`src/rtl/core_ctrl_pkg.sv`:
```
// Shared encodings for the multicycle control path: opcodes, FSM states, mux selects and ALU ops.
package core_ctrl_pkg;

    localparam logic [6:0] OP_LOAD   = 7'b0000011;
    localparam logic [6:0] OP_STORE  = 7'b0100011;
    localparam logic [6:0] OP_RTYPE  = 7'b0110011;
    localparam logic [6:0] OP_ITYPE  = 7'b0010011;
    localparam logic [6:0] OP_BRANCH = 7'b1100011;
    localparam logic [6:0] OP_JAL    = 7'b1101111;

    typedef enum logic [3:0] {
        ST_IDLE    = 4'd0,
        ST_FETCH   = 4'd1,
        ST_DECODE  = 4'd2,
        ST_MEM_ADR = 4'd3,
        ST_MEM_RD  = 4'd4,
        ST_MEM_WB  = 4'd5,
        ST_MEM_WR  = 4'd6,
        ST_EXEC_R  = 4'd7,
        ST_EXEC_I  = 4'd8,
        ST_ALU_WB  = 4'd9,
        ST_BRANCH  = 4'd10,
        ST_JAL     = 4'd11,
        ST_FAULT   = 4'd12
    } state_t;

    typedef enum logic [1:0] {
        ALU_ADD   = 2'b00,
        ALU_SUB   = 2'b01,
        ALU_FUNCT = 2'b10
    } alu_op_t;

    typedef enum logic [1:0] {
        SRCA_PC    = 2'b00,
        SRCA_OLDPC = 2'b01,
        SRCA_REG   = 2'b10
    } srca_t;

    typedef enum logic [1:0] {
        SRCB_REG  = 2'b00,
        SRCB_IMM  = 2'b01,
        SRCB_FOUR = 2'b10
    } srcb_t;

    typedef enum logic [1:0] {
        RES_ALUOUT  = 2'b00,
        RES_MEMDATA = 2'b01
    } res_t;

    typedef struct packed {
        logic    pc_write;
        logic    ir_write;
        logic    reg_write;
        logic    mem_read;
        logic    mem_write;
        logic    adr_src;
        srca_t   alu_src_a;
        srcb_t   alu_src_b;
        alu_op_t alu_op;
        res_t    result_src;
        logic    fault;
    } ctrl_t;

    // Unknown opcodes park the controller in FAULT rather than guessing a datapath path.
    function automatic state_t decode_target(input logic [6:0] op);
        state_t s;
        case (op)
            OP_LOAD, OP_STORE: s = ST_MEM_ADR;
            OP_RTYPE:          s = ST_EXEC_R;
            OP_ITYPE:          s = ST_EXEC_I;
            OP_BRANCH:         s = ST_BRANCH;
            OP_JAL:            s = ST_JAL;
            default:           s = ST_FAULT;
        endcase
        return s;
    endfunction

    function automatic state_t fetch_or_idle(input logic run);
        return run ? ST_FETCH : ST_IDLE;
    endfunction

endpackage

```
`src/rtl/multicycle_controller_if.sv`:
```
// Controller <-> datapath bundle: sequencing inputs, memory handshake, strobes and status.
interface multicycle_controller_if;
    logic        run;
    logic [6:0]  opcode;
    logic        zero;
    logic        mem_ready;

    logic        pc_write;
    logic        ir_write;
    logic        reg_write;
    logic        mem_read;
    logic        mem_write;
    logic        adr_src;
    logic [1:0]  alu_src_a;
    logic [1:0]  alu_src_b;
    logic [1:0]  alu_op;
    logic [1:0]  result_src;
    logic        fault;
    logic [31:0] retired;

    modport master (
        input  run, opcode, zero, mem_ready,
        output pc_write, ir_write, reg_write, mem_read, mem_write, adr_src,
               alu_src_a, alu_src_b, alu_op, result_src, fault, retired
    );

    modport slave (
        output run, opcode, zero, mem_ready,
        input  pc_write, ir_write, reg_write, mem_read, mem_write, adr_src,
               alu_src_a, alu_src_b, alu_op, result_src, fault, retired
    );
endinterface

```
`src/rtl/ctrl_output_decode.sv`:
```
// Purpose: maps the controller state to datapath strobes and selects.
// Latency: purely combinational, same cycle as the state register.
// Backpressure: mem_ready only gates the FETCH PC update; zero gates the BRANCH PC update.
module ctrl_output_decode
    import core_ctrl_pkg::*;
(
    input  state_t state,
    input  logic   zero,
    input  logic   mem_ready,
    output ctrl_t  ctrl
);

    always_comb begin
        ctrl = '0;
        case (state)
            ST_FETCH: begin
                ctrl.mem_read  = 1'b1;
                ctrl.ir_write  = 1'b1;
                ctrl.pc_write  = mem_ready;
                ctrl.alu_src_a = SRCA_PC;
                ctrl.alu_src_b = SRCB_FOUR;
                ctrl.alu_op    = ALU_ADD;
            end
            ST_DECODE: begin
                ctrl.alu_src_a = SRCA_OLDPC;
                ctrl.alu_src_b = SRCB_IMM;
                ctrl.alu_op    = ALU_ADD;
            end
            ST_MEM_ADR: begin
                ctrl.alu_src_a = SRCA_REG;
                ctrl.alu_src_b = SRCB_IMM;
                ctrl.alu_op    = ALU_ADD;
            end
            ST_MEM_RD: begin
                ctrl.mem_read = 1'b1;
                ctrl.adr_src  = 1'b1;
            end
            ST_MEM_WB: begin
                ctrl.reg_write  = 1'b1;
                ctrl.result_src = RES_MEMDATA;
            end
            ST_MEM_WR: begin
                ctrl.mem_write = 1'b1;
                ctrl.adr_src   = 1'b1;
            end
            ST_EXEC_R: begin
                ctrl.alu_src_a = SRCA_REG;
                ctrl.alu_src_b = SRCB_REG;
                ctrl.alu_op    = ALU_FUNCT;
            end
            ST_EXEC_I: begin
                ctrl.alu_src_a = SRCA_REG;
                ctrl.alu_src_b = SRCB_IMM;
                ctrl.alu_op    = ALU_FUNCT;
            end
            ST_ALU_WB: begin
                ctrl.reg_write  = 1'b1;
                ctrl.result_src = RES_ALUOUT;
            end
            ST_BRANCH: begin
                ctrl.alu_src_a  = SRCA_REG;
                ctrl.alu_src_b  = SRCB_REG;
                ctrl.alu_op     = ALU_SUB;
                ctrl.result_src = RES_ALUOUT;
                ctrl.pc_write   = zero;
            end
            ST_JAL: begin
                // Target was computed in DECODE; this cycle forms the link value PC+4.
                ctrl.alu_src_a  = SRCA_OLDPC;
                ctrl.alu_src_b  = SRCB_FOUR;
                ctrl.alu_op     = ALU_ADD;
                ctrl.result_src = RES_ALUOUT;
                ctrl.pc_write   = 1'b1;
            end
            ST_FAULT: ctrl.fault = 1'b1;
            default: ;
        endcase
    end

endmodule

```
`src/rtl/multicycle_controller.sv`:
```
// Purpose: multicycle instruction sequencer FSM plus retired-instruction counter.
// Latency: strobes follow the state register combinationally; one state step per clock.
// Backpressure: FETCH, MEM_RD and MEM_WR hold until mem_ready; run is only sampled on entry to FETCH.
module multicycle_controller
    import core_ctrl_pkg::*;
(
    input  logic                     clk,
    input  logic                     rst_n,
    multicycle_controller_if.master  bus
);

    state_t      state_q;
    state_t      state_d;
    logic        retire;
    logic [31:0] retired_q;
    ctrl_t       ctrl;

    always_ff @(posedge clk or negedge rst_n) begin
        if (!rst_n) begin
            state_q <= ST_IDLE;
        end else begin
            state_q <= state_d;
        end
    end

    always_comb begin
        state_d = state_q;
        retire  = 1'b0;
        case (state_q)
            ST_IDLE:    if (bus.run) state_d = ST_FETCH;
            ST_FETCH:   if (bus.mem_ready) state_d = ST_DECODE;
            ST_DECODE:  state_d = decode_target(bus.opcode);
            ST_MEM_ADR: state_d = (bus.opcode == OP_LOAD) ? ST_MEM_RD : ST_MEM_WR;
            ST_MEM_RD:  if (bus.mem_ready) state_d = ST_MEM_WB;
            ST_MEM_WB: begin
                retire  = 1'b1;
                state_d = fetch_or_idle(bus.run);
            end
            ST_MEM_WR: begin
                if (bus.mem_ready) begin
                    retire  = 1'b1;
                    state_d = fetch_or_idle(bus.run);
                end
            end
            ST_EXEC_R,
            ST_EXEC_I:  state_d = ST_ALU_WB;
            ST_ALU_WB: begin
                retire  = 1'b1;
                state_d = fetch_or_idle(bus.run);
            end
            ST_BRANCH: begin
                retire  = 1'b1;
                state_d = fetch_or_idle(bus.run);
            end
            ST_JAL:     state_d = ST_ALU_WB;
            ST_FAULT:   state_d = ST_FAULT;
            default:    state_d = ST_IDLE;
        endcase
    end

    // Counter wraps naturally at 32 bits; only written on a retiring transition.
    always_ff @(posedge clk or negedge rst_n) begin
        if (!rst_n) begin
            retired_q <= 32'd0;
        end else if (retire) begin
            retired_q <= retired_q + 32'd1;
        end
    end

    ctrl_output_decode u_decode (
        .state     (state_q),
        .zero      (bus.zero),
        .mem_ready (bus.mem_ready),
        .ctrl      (ctrl)
    );

    assign bus.pc_write   = ctrl.pc_write;
    assign bus.ir_write   = ctrl.ir_write;
    assign bus.reg_write  = ctrl.reg_write;
    assign bus.mem_read   = ctrl.mem_read;
    assign bus.mem_write  = ctrl.mem_write;
    assign bus.adr_src    = ctrl.adr_src;
    assign bus.alu_src_a  = ctrl.alu_src_a;
    assign bus.alu_src_b  = ctrl.alu_src_b;
    assign bus.alu_op     = ctrl.alu_op;
    assign bus.result_src = ctrl.result_src;
    assign bus.fault      = ctrl.fault;
    assign bus.retired    = retired_q;

endmodule

```
`src/flat_wrapper.sv`:
```
// flat-port wrapper written by rule: the top's interface ports become plain ports
module multicycle_controller_flat import core_ctrl_pkg::*;
  (clk, rst_n, bus_run, bus_opcode, bus_zero, bus_mem_ready, bus_pc_write, bus_ir_write, bus_reg_write, bus_mem_read, bus_mem_write, bus_adr_src, bus_alu_src_a, bus_alu_src_b, bus_alu_op, bus_result_src, bus_fault, bus_retired);
  multicycle_controller_if bus_i ();
  input  logic clk;
  input  logic rst_n;
  input wire logic [$bits(bus_i.run)-1:0] bus_run;
  input wire logic [$bits(bus_i.opcode)-1:0] bus_opcode;
  input wire logic [$bits(bus_i.zero)-1:0] bus_zero;
  input wire logic [$bits(bus_i.mem_ready)-1:0] bus_mem_ready;
  output wire logic [$bits(bus_i.pc_write)-1:0] bus_pc_write;
  output wire logic [$bits(bus_i.ir_write)-1:0] bus_ir_write;
  output wire logic [$bits(bus_i.reg_write)-1:0] bus_reg_write;
  output wire logic [$bits(bus_i.mem_read)-1:0] bus_mem_read;
  output wire logic [$bits(bus_i.mem_write)-1:0] bus_mem_write;
  output wire logic [$bits(bus_i.adr_src)-1:0] bus_adr_src;
  output wire logic [$bits(bus_i.alu_src_a)-1:0] bus_alu_src_a;
  output wire logic [$bits(bus_i.alu_src_b)-1:0] bus_alu_src_b;
  output wire logic [$bits(bus_i.alu_op)-1:0] bus_alu_op;
  output wire logic [$bits(bus_i.result_src)-1:0] bus_result_src;
  output wire logic [$bits(bus_i.fault)-1:0] bus_fault;
  output wire logic [$bits(bus_i.retired)-1:0] bus_retired;
  assign bus_i.run = bus_run;
  assign bus_i.opcode = bus_opcode;
  assign bus_i.zero = bus_zero;
  assign bus_i.mem_ready = bus_mem_ready;
  assign bus_pc_write = bus_i.pc_write;
  assign bus_ir_write = bus_i.ir_write;
  assign bus_reg_write = bus_i.reg_write;
  assign bus_mem_read = bus_i.mem_read;
  assign bus_mem_write = bus_i.mem_write;
  assign bus_adr_src = bus_i.adr_src;
  assign bus_alu_src_a = bus_i.alu_src_a;
  assign bus_alu_src_b = bus_i.alu_src_b;
  assign bus_alu_op = bus_i.alu_op;
  assign bus_result_src = bus_i.result_src;
  assign bus_fault = bus_i.fault;
  assign bus_retired = bus_i.retired;
  multicycle_controller u_core (.clk(clk), .rst_n(rst_n), .bus(bus_i));
endmodule
```
`config.mk`:
```
export PLATFORM = sky130hd
export DESIGN_NAME = multicycle_controller_flat
export DESIGN_NICKNAME = d
export VERILOG_FILES = /design/src/rtl/core_ctrl_pkg.sv /design/src/rtl/multicycle_controller_if.sv /design/src/rtl/ctrl_output_decode.sv /design/src/rtl/multicycle_controller.sv /design/src/flat_wrapper.sv
export SDC_FILE = /design/constraint.sdc
export NUM_CORES = 1
export LEC_CHECK = 0
export CAP_MARGIN = 20
export CORE_MARGIN = 3
export CORE_UTILIZATION = 50
export CTS_CLUSTER_DIAMETER = 50
export DETAILED_ROUTE_END_ITERATION = 16
export PLACE_DENSITY_LB_ADDON = 0.08
export RECOVER_POWER = 50
export SYNTH_ARGS = -nofsm -noshare
export SYNTH_HDL_FRONTEND = slang
export SYNTH_SLANG_ARGS = --single-unit
export TNS_END_PERCENT = 1
```
`constraint.sdc`:
```
create_clock -name clk -period 3.4 [get_ports clk]
set_input_delay 0.68 -clock clk [delete_from_list [all_inputs] [get_ports clk]]
set_output_delay 0.68 -clock clk [all_outputs]
set_load 0.02 [all_outputs]
```
## After elaboration in Yosys (flattened, before gate mapping)

Cells that the tools add are included.

| operators by class | value |
|---|---|
| add/sub/neg operators | 1 |
| multiply operators | 0 |
| divide/modulo/power cells | 0 |
| magnitude comparators | 0 |
| equality and inequality tests | 22 |
| shifts and indexed selects | 0 |
| multiplexer cells | 19 |
| bitwise logic cells | 0 |
| reductions and logical operators | 8 |

Operators by type and width:

| operator | count |
|---|---|
| 6-bit case mux with 7 select lines | 1 |
| 4-bit case mux with 9 select lines | 1 |
| 32-bit by 1-bit adder with 32-bit output, second input constant | 1 |
| 4-bit == test, second input constant | 5 |
| 4-bit case mux with 5 select lines | 1 |
| 4-bit by 3-bit == test with 1-bit output, second input constant | 4 |
| 4-bit two-way mux | 4 |
| 7-bit by 6-bit == test with 1-bit output, second input constant | 2 |
| 7-bit == test, second input constant | 2 |
| 1-bit two-way mux | 9 |
| 4-bit by 2-bit == test with 1-bit output, second input constant | 2 |
| 2-bit inequality test, second input constant | 4 |
| 2-bit OR reduction | 4 |
| 7-bit by 2-bit == test with 1-bit output, second input constant | 1 |
| 7-bit by 5-bit == test with 1-bit output, second input constant | 1 |
| 3-bit OR reduction | 2 |
| 4-bit by 1-bit == test with 1-bit output, second input constant | 1 |
| 4-bit zero test | 1 |
| 4-bit AND reduction | 1 |
| 1-bit case mux with 3 select lines | 1 |
| 2-bit two-way mux | 1 |
| 1-bit case mux with 2 select lines | 1 |

| storage, ports and cells | value |
|---|---|
| flip-flop bits (word level) | 36 |
| latch bits | 0 |
| RAM bits | 0 |
| ROM bits | 0 |
| bits of input ports | 12 |
| word-level logic and storage cells | 52 |
| memories kept | 0 |

## Logic depth before layout (Yosys ltp)

Gate-level depths: netlist (run 1).

| logic depth | value |
|---|---|
| depth in word-level cells | 4 |
| mapped depth | 6 |
| gate-level depth less buffers | 5 |

## Cells and area by module

From an unflattened synthesis (run 1), not the netlist that was laid out.

| second synthesis, totals | value |
|---|---|
| cell total of the unflattened synthesis | 230 |
| area total of the unflattened synthesis | 2235.9 sq um |

By module, submodules not included:

| module | instances | cells each | area an instance (sq um) | seq. area each (sq um) |
|---|---|---|---|---|
| multicycle_controller | 1 | 197 | 2024.4 | 900.9 |
| ctrl_output_decode | 1 | 33 | 211.5 | 0.0 |

## Worst setup path before layout (run 1)

No wires, ideal clock.

| timing path | value |
|---|---|
| kind | reg2out |
| from | register u_core.state_q[0] |
| to | output port bus_alu_src_a[0] |
| arrival | 1.618 ns |
| required time | 2.720 ns |
| slack | 1.102 ns |
| stages on the path, launching flop included | 5 |
| path buffers | 2 |
| cells stage by stage | dfrtp_1 clkbuf_1 clkbuf_1 xor2_1 nor3b_1 |

| on the way | value |
|---|---|
| word-level cells in the longest chain between the ends | 2 |
| elaborated cells between the ends (all ways) | 8 |
| classes of those cells | eq/ne (7); mux (1) |

RTL lines:

| element | RTL line | source |
|---|---|---|
| start: declaration | multicycle_controller.sv:12 | `state_t state_q;` |
| start signal: assignment | multicycle_controller.sv:22 | `state_q <= state_d;` |
| 4-bit == test (tied with other cells) | ctrl_output_decode.sv:15 | `case (state)` |
| 6-bit case mux with 7 select lines * | ctrl_output_decode.sv:15 |  |
| end: declaration | flat_wrapper.sv:17 | `output wire logic [$bits(bus_i.alu_src_a)-1:0] bus_alu_src_a;` |

Mark *: on every way between the ends. The rest lies on a longest branch, timed or not.

## Worst setup path after layout (run 1)

| timing path | value |
|---|---|
| from | register u_core.state_q[0] |
| to | output port bus_pc_write |

| on the way | value |
|---|---|
| word-level cells in the longest chain between the ends | 2 |
| elaborated cells between the ends (all ways) | 4 |
| classes of those cells | eq/ne (3); mux (1) |

RTL lines:

| element | RTL line | source |
|---|---|---|
| 4-bit == test / 4-bit by 1-bit == test with 1-bit output (equally long branches) | ctrl_output_decode.sv:15 |  |
| 1-bit case mux with 3 select lines * | ctrl_output_decode.sv:15 |  |
| end: declaration | flat_wrapper.sv:11 | `output wire logic [$bits(bus_i.pc_write)-1:0] bus_pc_write;` |

Marked as above.

==> flow_summary.toml, run 1 <==
[cts]
ctsResizeCount = 0
cts_tree = "done"
htreeDepth = 2
ctsHoldBuffers = 0
cts_sinks = 36
clock_latency_ns = 0.29
postCtsSetupBuffers = 0
root_buffer = "clkbuf_8"
clk_pin_slew_ns = 0.06
cts_buffer_depth = 2
cts_buffers = 5

[logic_synthesis]
ys.flop_type = "dfrtp_1"
synth-edff-count = 0
ys_warn_count = 0
syn_nets = 245
yosysSeqAreaShare = 0.408
ys_ff_latch = 36
netlist_area_um2 = 2210
synthCells = 232
syn_area_per_cell_um2 = 9.51
synthDistinctLibCells = 47
async_flop_share = 1.00

[worst_setup_path]
cp-start-kind = "flip-flop"
required_ns = 2.72
crit_fanout = 23
crit_type = "reg2out"
rrSetupSlack_ns = 1.05
end_kind = "output port"
crit_arrival_ns = 2.29

[power_and_ir_drop]
switching_share = 0.408
p_clk_frac = 0.198
power-per-cell-area_nw_per_um2 = 581
leakagePower_uw = 0.00130
max-vdd-ir-drop_mv = 0.571
switchingPower_uw = 675
power.internal_uw = 981
combPwrFrac = 0.427
p_seq_frac = 0.375

[grt]
grt_pass1_vias = 1733
overflow = 0
grt_max_degree = 37
antenna_found_initial = 0
track_usage = 0.206
grt_pass1_wl_um = 8440

[place]
dpl_worst_slack_ns = 0.608
place.gp.congestion = 0.799
post-place-cells = 325
dpl-instance-area_um2 = 2770
portBuffers = 57
detailed_place_hpwl_um = 3590

[sta]
rsz0062_at_grt = "no"
hold_ws_ns = 0.480
drv_slew = 37
finalSetupViolCount = 0
setup_tns_ns = 0
min_period_ns = 2.97
slew_headroom = -0.254
fmax_mhz = 337
worst_pin_slew_ns = 1.88
period_share = 0.873
finClkSkew_ns = 0.00605
hold_viol = 0
setup_slack_ns = 0.432

[floorplan]
die_x_um = 72.4
start_util = 0.536
die_area_um2 = 5250
fp.coreArea_um2 = 4120
fp.dieH_um = 72.4
rows = 23
design.portCount = 59

[cells_and_area]
final_area_um2 = 2850
fin_nets = 295
fillers = 341
syn_to_final_growth_pct = 29.2
drive_gt1_frac = 0.0638
antenna_cells = 0
instances_no_fill = 332

[drt]
vias = 1902
remaining_drc_errors = 0
route.met3.wl_um = 308
met2_length_um = 2240
via_per_inst = 5.73
top_layer_used = "met4"
first_pass_iters = 4
drtAntennaViolNets = 0
dr.first_iter.drc_count = 129
avgRoutedWirePerCell_um = 15.1
wl_met1_um = 2450
routed_wl_um = 5030

[run_status]
status = "complete, but fails checks"
violations = "capacitance limit, slew limit"

[min_path]
hp-class = "reg2reg"

[run]
maxCapViolCount = 1
cell usage after synthesis (3+ instances only):
cell	instances	area share
dfrtp_1	36	0.41
xor2_1	23	0.091
nor2_1	18	0.031
nand2_1	17	0.029
nor3_1	13	0.029
nand3_1	12	0.027
xnor2_1	11	0.044
and3_1	8	0.023
buf_2	8	0.018
nand2b_1	8	0.023
nand4_1	7	0.020
o21ai_0	7	0.016
and4_1	6	0.024
nor4_2	5	0.028
clkbuf_1	4	0.0068
nor4b_1	4	0.016
a21oi_1	3	0.0068
nor3b_1	3	0.010
state kept, by name, summed over array words and instances (netlist names):
| name | flops |
|---|---|
| u_core.bus.retired | 32 |
| u_core.state_q | 4 |
through the flow:
step            util  total power (µW)
3_5_place_dp   0.674              1360
3_3_place_gp   0.674              1350
2_1_floorplan      -              1100
5_1_grt        0.693              1770
6_report       0.693              1660
4_1_cts        0.697              1690
critical path, cell delays in order, from the launching register on:
cell and delay [ns]:
dfrtp_1 0.84, and2b_1 0.29, nand3b_1 0.10, a21oi_1 0.15, clkdlybuf4s50_1 0.62
layout by cell type, fill, tap and decap left out, drive strengths merged, types with 2 or more instances in the layout:
| cell type | count |
|---|---|
| nand4b | 2 |
| nor4b | 4 |
| dfrtp | 36 |
| or2 | 2 |
| xnor2 | 11 |
| o2111ai | 2 |
| nor3b | 3 |
| a21oi | 3 |
| nand2 | 17 |
| nand3b | 2 |
| dlygate4sd3 | 20 |
| nand3 | 12 |
| xor2 | 25 |
| clkbuf | 9 |
| and3 | 8 |
| nor4 | 7 |
| o21ai | 7 |
| nor2b | 2 |
| nor2 | 18 |
| nand2b | 8 |
| a21boi | 2 |
| clkdlybuf4s50 | 37 |
| o211ai | 3 |
| nand4 | 7 |
| and4 | 6 |
| o22ai | 2 |
| nor3 | 13 |
per-layer routing:
layer  global-route usage  up-vias
met5                    0        -
met3               0.0693        5
met4               0.0492        0
li1                     -      933
met1                0.300      907
met2                0.295       57
layout make-up:
| type | instances | area (µm²) | share of cell area |
|---|---|---|---|
| Sequential cell | 36 | 901 | 0.316 |
| Timing Repair Buffer | 59 | 578 | 0.203 |
| Multi-Input combinational cell | 180 | 1210 | 0.426 |
| Clock buffer | 7 | 96.3 | 0.0338 |
| Tap cell | 50 | 62.6 | 0.0219 |
path summary, 6_finish.rpt:
check	from	end	cells after the start
max	u_core.state_q[0]	bus_pc_write	4
min	u_core.bus.retired[30]	u_core.bus.retired[30]	1
min reg2reg	u_core.bus.retired[30]	u_core.bus.retired[30]	1
max reg2reg	u_core.state_q[0]	u_core.bus.retired[19]	5
min in group asynchronous	rst_n	u_core.bus.retired[25]	2
max in group asynchronous	rst_n	u_core.state_q[1]	2
cell families (layout without fill, tap and decap cells):
group | Yosys count | in the layout | synth area share
and+or+nand+nor | 114 | 114 | 0.302
xor gates and xnor gates | 36 | 36 | 0.150
DFF | 36 | 36 | 0.408
AOI/OAI and AO/OA | 26 | 26 | 0.0862
buffers and inverters | 16 | 66 | 0.0368
muxes | 2 | 2 | 0.00964
adders and majority gates | 1 | 1 | 0.00567
other | 1 | 1 | 0.00170
power groups by stage:
stage                     Combinational [µW]  Sequential (µW)  Clock, µW
after global routing                     774              642        350
after floorplan                          535              564          0
after global placement                   727              624          0
final                                    708              621        328
after detailed placement                 732              626          0
after CTS                                736              621        333
No activity file was read; power rests on OpenSTA's default activity.
==> run 2, diff against run 1 <==
- CAP_MARGIN: 20 -> not set
- CORE_MARGIN: 3 -> 2
==> run 2 against run 1 <==
Net effect:
- the flow still finishes with violations (capacitance limit, slew limit)
- fmax increased by 3.5%
- sequential power fell by 3%
- core utilization shrank 2.7 points
- highest routed layer unchanged
- critical path type is now in2out
- register-to-register slack gained 0.18 ns
- hold slack got worse by 0.015 ns
- flip-flop and latch count did not move
- largest cell class unchanged
- routed wire length down 4.9%
- die area fell by 5.4%
==> flow_summary.toml, run 2 (same netlist as run 1, synthesis figures left out) <==
[floorplan]
fp.coreArea_um2 = 4290
die_area_um2 = 4960
die_x_um = 70.4
design.portCount = 59
rows = 24
start_util = 0.514
fp.dieH_um = 70.4

[grt]
overflow = 0
antenna_found_initial = 0
grt_pass1_vias = 1740
track_usage = 0.202
grt_max_degree = 37
grt_pass1_wl_um = 8030

[worst_setup_path]
required_ns = 2.72
rrSetupSlack_ns = 1.23
crit_type = "in2out"
end_kind = "output port"
crit_arrival_ns = 2.19
cp-start-kind = "input pin"
r2r-end = "u_core.bus.retired[9]"
crit_fanout = 7
r2r-start = "u_core.state_q[0]"
reg2reg_depth = 5

[cells_and_area]
final_area_um2 = 2860
largest_register_ff_count = 32
layout_common_cells = "36 x dfrtp_1, 35 x clkdlybuf4s50_1, 23 x xor2_1, 22 x dlygate4sd3_1, 18 x nor2_1"
layout_commonest_cell = "dfrtp_1"
syn_to_final_growth_pct = 29.5
fin_util = 0.666
antenna_cells = 0
drive_gt1_frac = 0.0742
fin_nets = 296

[run_status]
status = "complete, but fails checks"
violations = "capacitance limit, slew limit"

[sta]
worst_pin_slew_ns = 1.94
finClkSkew_ns = 0.00571
setup_slack_ns = 0.533
period_share = 0.843
drv_slew = 37
finalSetupViolCount = 0
min_period_ns = 2.87
slew_headroom = -0.297
fmax_mhz = 349
setup_tns_ns = 0
rsz0062_at_grt = "no"
hold_viol = 0

[min_path]
hp-class = "reg2reg"
whs_endpoint = "u_core.bus.retired[31]"
hp-start = "u_core.bus.retired[31]"
hold_path_depth = 1

[cts]
ctsResizeCount = 0
cts_sinks = 36
root_buffer = "clkbuf_8"
clk_pin_slew_ns = 0.07
ctsHoldBuffers = 0
cts_buffers = 5
cts_buffer_depth = 2
htreeDepth = 2
clock_latency_ns = 0.28
cts_tree = "done"
postCtsSetupBuffers = 0

[drt]
via_per_inst = 5.59
first_pass_iters = 4
routed_wl_um = 4780
remaining_drc_errors = 0
avgRoutedWirePerCell_um = 14.3
drtAntennaViolNets = 0
vias = 1873
dr.first_iter.drc_count = 56

[place]
portBuffers = 57
detailed_place_hpwl_um = 3480
place.gp.congestion = 0.762
dpl_worst_slack_ns = 0.598
dpl-instance-area_um2 = 2780

[power_and_ir_drop]
max-vdd-ir-drop_mv = 0.438
power-per-cell-area_nw_per_um2 = 571
leakagePower_uw = 0.00130

[run]
maxCapViolCount = 1
[run 2: changes by cell type in the layout (fill, tap and decap cells not counted)]
cell	previous run	this run
buf_4	0	2
clkbuf_8	7	5
clkdlybuf4s50_1	37	35
clkinv_2	0	1
dlygate4sd3_1	20	22
o2111ai_1	2	1
o2111ai_2	0	1
o211ai_1	3	2
o211ai_2	0	1
[run 2: worst max-delay path by stage]
| stage | to | depth (start not counted) | startpoint |
|---|---|---|---|
| 3_3_place_gp | bus_pc_write | 4 | bus_mem_ready |
| 6_report | bus_pc_write | 4 | bus_mem_ready |
| 3_5_place_dp | bus_pc_write | 4 | bus_mem_ready |
| 5_1_grt | u_core.state_q[3] | 2 | rst_n |
| 2_1_floorplan | bus_alu_src_a[0] | 4 | u_core.state_q[0] |
| 4_1_cts | bus_pc_write | 4 | u_core.state_q[1] |
[run 2: critical path: stages]
cell and delay (ns):
dlygate4sd3_1 0.64, nand3b_1 0.10, a21oi_1 0.14, clkdlybuf4s50_1 0.62
[run 2: cell type report]
| type | count | area (µm²) |
|---|---|---|
| multi-input cells | 180 | 1220 |
| clock inverters | 1 | 5.00 |
| clock buffers | 6 | 72.6 |
| fillers | 381 | 1440 |
| flip-flops and latches | 36 | 901 |
| well taps | 52 | 65.1 |
| repair buffers | 60 | 589 |
[run 2: report_power, final]
group,switching [µW],total [µW],leakage (µW),internal [µW]
Clock,146,285,0.0000410,139
Combinational,402,741,0.000771,339
Sequential,129,605,0.000491,476
Total,677,1630,0.00130,954
[run 2: per-stage QoR]
stage / hold WS [ns] / total power (µW) / std cells
2_1_floorplan: 0.384 / 1100 / 232
3_3_place_gp: 0.460 / 1360 / 328
3_5_place_dp: 0.464 / 1370 / 328
4_1_cts: 0.477 / 1660 / 335
5_1_grt: 0.500 / 1740 / 335
6_report: 0.465 / 1630 / 335
[run 2: layer usage]
layer,GRT usage,vias to the layer above,wire length [µm]
li1,-,929,-
met5,0,-,0
met1,0.254,884,2130
met4,0.0620,0,47
met2,0.342,55,2390
met3,0.0476,5,215
==> edit (settings of run 1) <==
Reset style: synchronous (`rst_n`), changed in 2 clocked blocks.
--- a/src/rtl/multicycle_controller.sv
+++ b/src/rtl/multicycle_controller.sv
@@ -15,7 +15,7 @@
     logic [31:0] retired_q;
     ctrl_t       ctrl;
 
-    always_ff @(posedge clk or negedge rst_n) begin
+    always_ff @(posedge clk) begin
         if (!rst_n) begin
             state_q <= ST_IDLE;
         end else begin
@@ -59,7 +59,7 @@
     end
 
     // Counter wraps naturally at 32 bits; only written on a retiring transition.
-    always_ff @(posedge clk or negedge rst_n) begin
+    always_ff @(posedge clk) begin
         if (!rst_n) begin
             retired_q <= 32'd0;
         end else if (retire) begin
Formal check against the unedited RTL: differs if rst_n is asserted again (counterexample within 4 cycles, from zero or initial values and one cycle with rst_n low); with rst_n held inactive, the same outputs for 10 cycles.
==> edit against run 1 <==
Cell area is 6.3% higher. Worst setup slack hardly changed. Sequential cell count stayed put. Critical path depth stayed put. Area after synthesis is 5.9% higher. Final cell count is 18% higher. First-iteration DRC count is 35% lower. Wire length is 9.3% higher. Synthesized cell count is 24% higher. Global-route usage is 0.19 points higher.
Power is not compared: it rests on default switching activity, and its combinational part moved more than twofold at a synthesized area within 25%.
==> edit: results (changes against run 1) <==
CP delay by family, top -> buffers and inverters (was flip-flops)
CP max FO -> 8 (was 23)
Worst Hold End -> u_core.bus.retired[31] (was u_core.bus.retired[30])
Slowest CP cell -> dlygate4sd3_1 (was dfrtp_1)
Number of instances in the placed design -> 383 (was 325)
Non-Clock Buffer Count -> 64 (was 59)
Worst Skew -> 5.60 ps (was 6.05 ps)
Starting DRT DRC Count -> 84 (was 129)
Inverters -> 5 (was 0)
DR vias -> 2,297 (was 1,902)
Clk cell area share -> 4.17% (was 3.38%)
CORE AREA -> 4440 sq um (was 4120 sq um)
Post-DP HPWL -> 3.86 mm (was 3.59 mm)
Hold depth -> 2 (was 1)
Worst r2r src -> u_core.state_q[0] (unchanged)
Slowest stage delay, CP -> 680 ps (was 840 ps)
Multiplexer area fraction after synthesis -> 6.85% (was 0.964%)
Slew margin rel. -> 54.1% (was -25.4%)
DP Worst Slack -> 493 ps (was 608 ps)
Register share of the cell area -> 23.8% (was 31.6%)
Post-synth top cells -> dfxtp_1 (36), nand2_1 (30), a21oi_1 (21) (was dfrtp_1 (36), xor2_1 (23), nor2_1 (18))
First-pass GRT wire length -> 9.29 mm (was 8.44 mm)
Reg2reg end -> u_core.bus.retired[17] (was u_core.bus.retired[19])
Async SR Flop Fraction -> 0% (was 100%)
Cell variety after synth -> 52 (was 47)
Main area contributors after synthesis -> dfxtp_1 (31%), mux2i_1 (6.9%), nand2_1 (4.8%) (was dfrtp_1 (41%), xor2_1 (9.1%), xnor2_1 (4.4%))
Status -> completed (was finished with violations)
Fraction of area in multi-input gates -> 48.9% (was 42.6%)
Pin count of the biggest net entering global routing -> 27 (was 37)
Syn Nets -> 300 (was 245)
P&R area growth vs syn -> 29.7% (was 29.2%)
Post-DP Area -> 2910 sq um (was 2770 sq um)
Vias in the first global route -> 2,092 (was 1,733)
WHS -> 479 ps (was 480 ps)
Routability cong. -> 0.811 (was 0.799)
Min-delay src -> u_core.bus.retired[31] (was u_core.bus.retired[30])
==> edit: cell types whose count changed in the layout (fill, tap and decap cells not counted), moves of 8 or more <==
| cell | before | now |
|---|---|---|
| xor2_1 | 23 | 5 |
| clkdlybuf4s50_1 | 37 | 23 |
| or3_1 | 0 | 8 |
| or4_1 | 0 | 11 |
| dfrtp_1 | 36 | 0 |
| dfxtp_1 | 0 | 36 |
| mux2i_1 | 1 | 16 |
| xnor2_1 | 11 | 1 |
| dlygate4sd3_1 | 20 | 34 |
| a21oi_1 | 3 | 21 |
| nand2_1 | 17 | 30 |
| o31ai_1 | 0 | 10 |
==> edit: power by group through the flow <==
stage               clock, uW  combinational (uW)  sequential [uW]
CTS                       425                 108              436
floorplan                   0                73.6              436
detailed placement          0                 108              445
global placement            0                 107              446
finish                    416                 107              436
global route              444                 118              437
==> edit: routing by layer <==
metal	up-vias	share of wire, %	GRT usage [%]
met1	1078	49	27.8
met5	-	0	0
met2	43	47	34.1
met4	0	1.0	6.13
li1	1171	-	-
met3	5	3.2	3.78
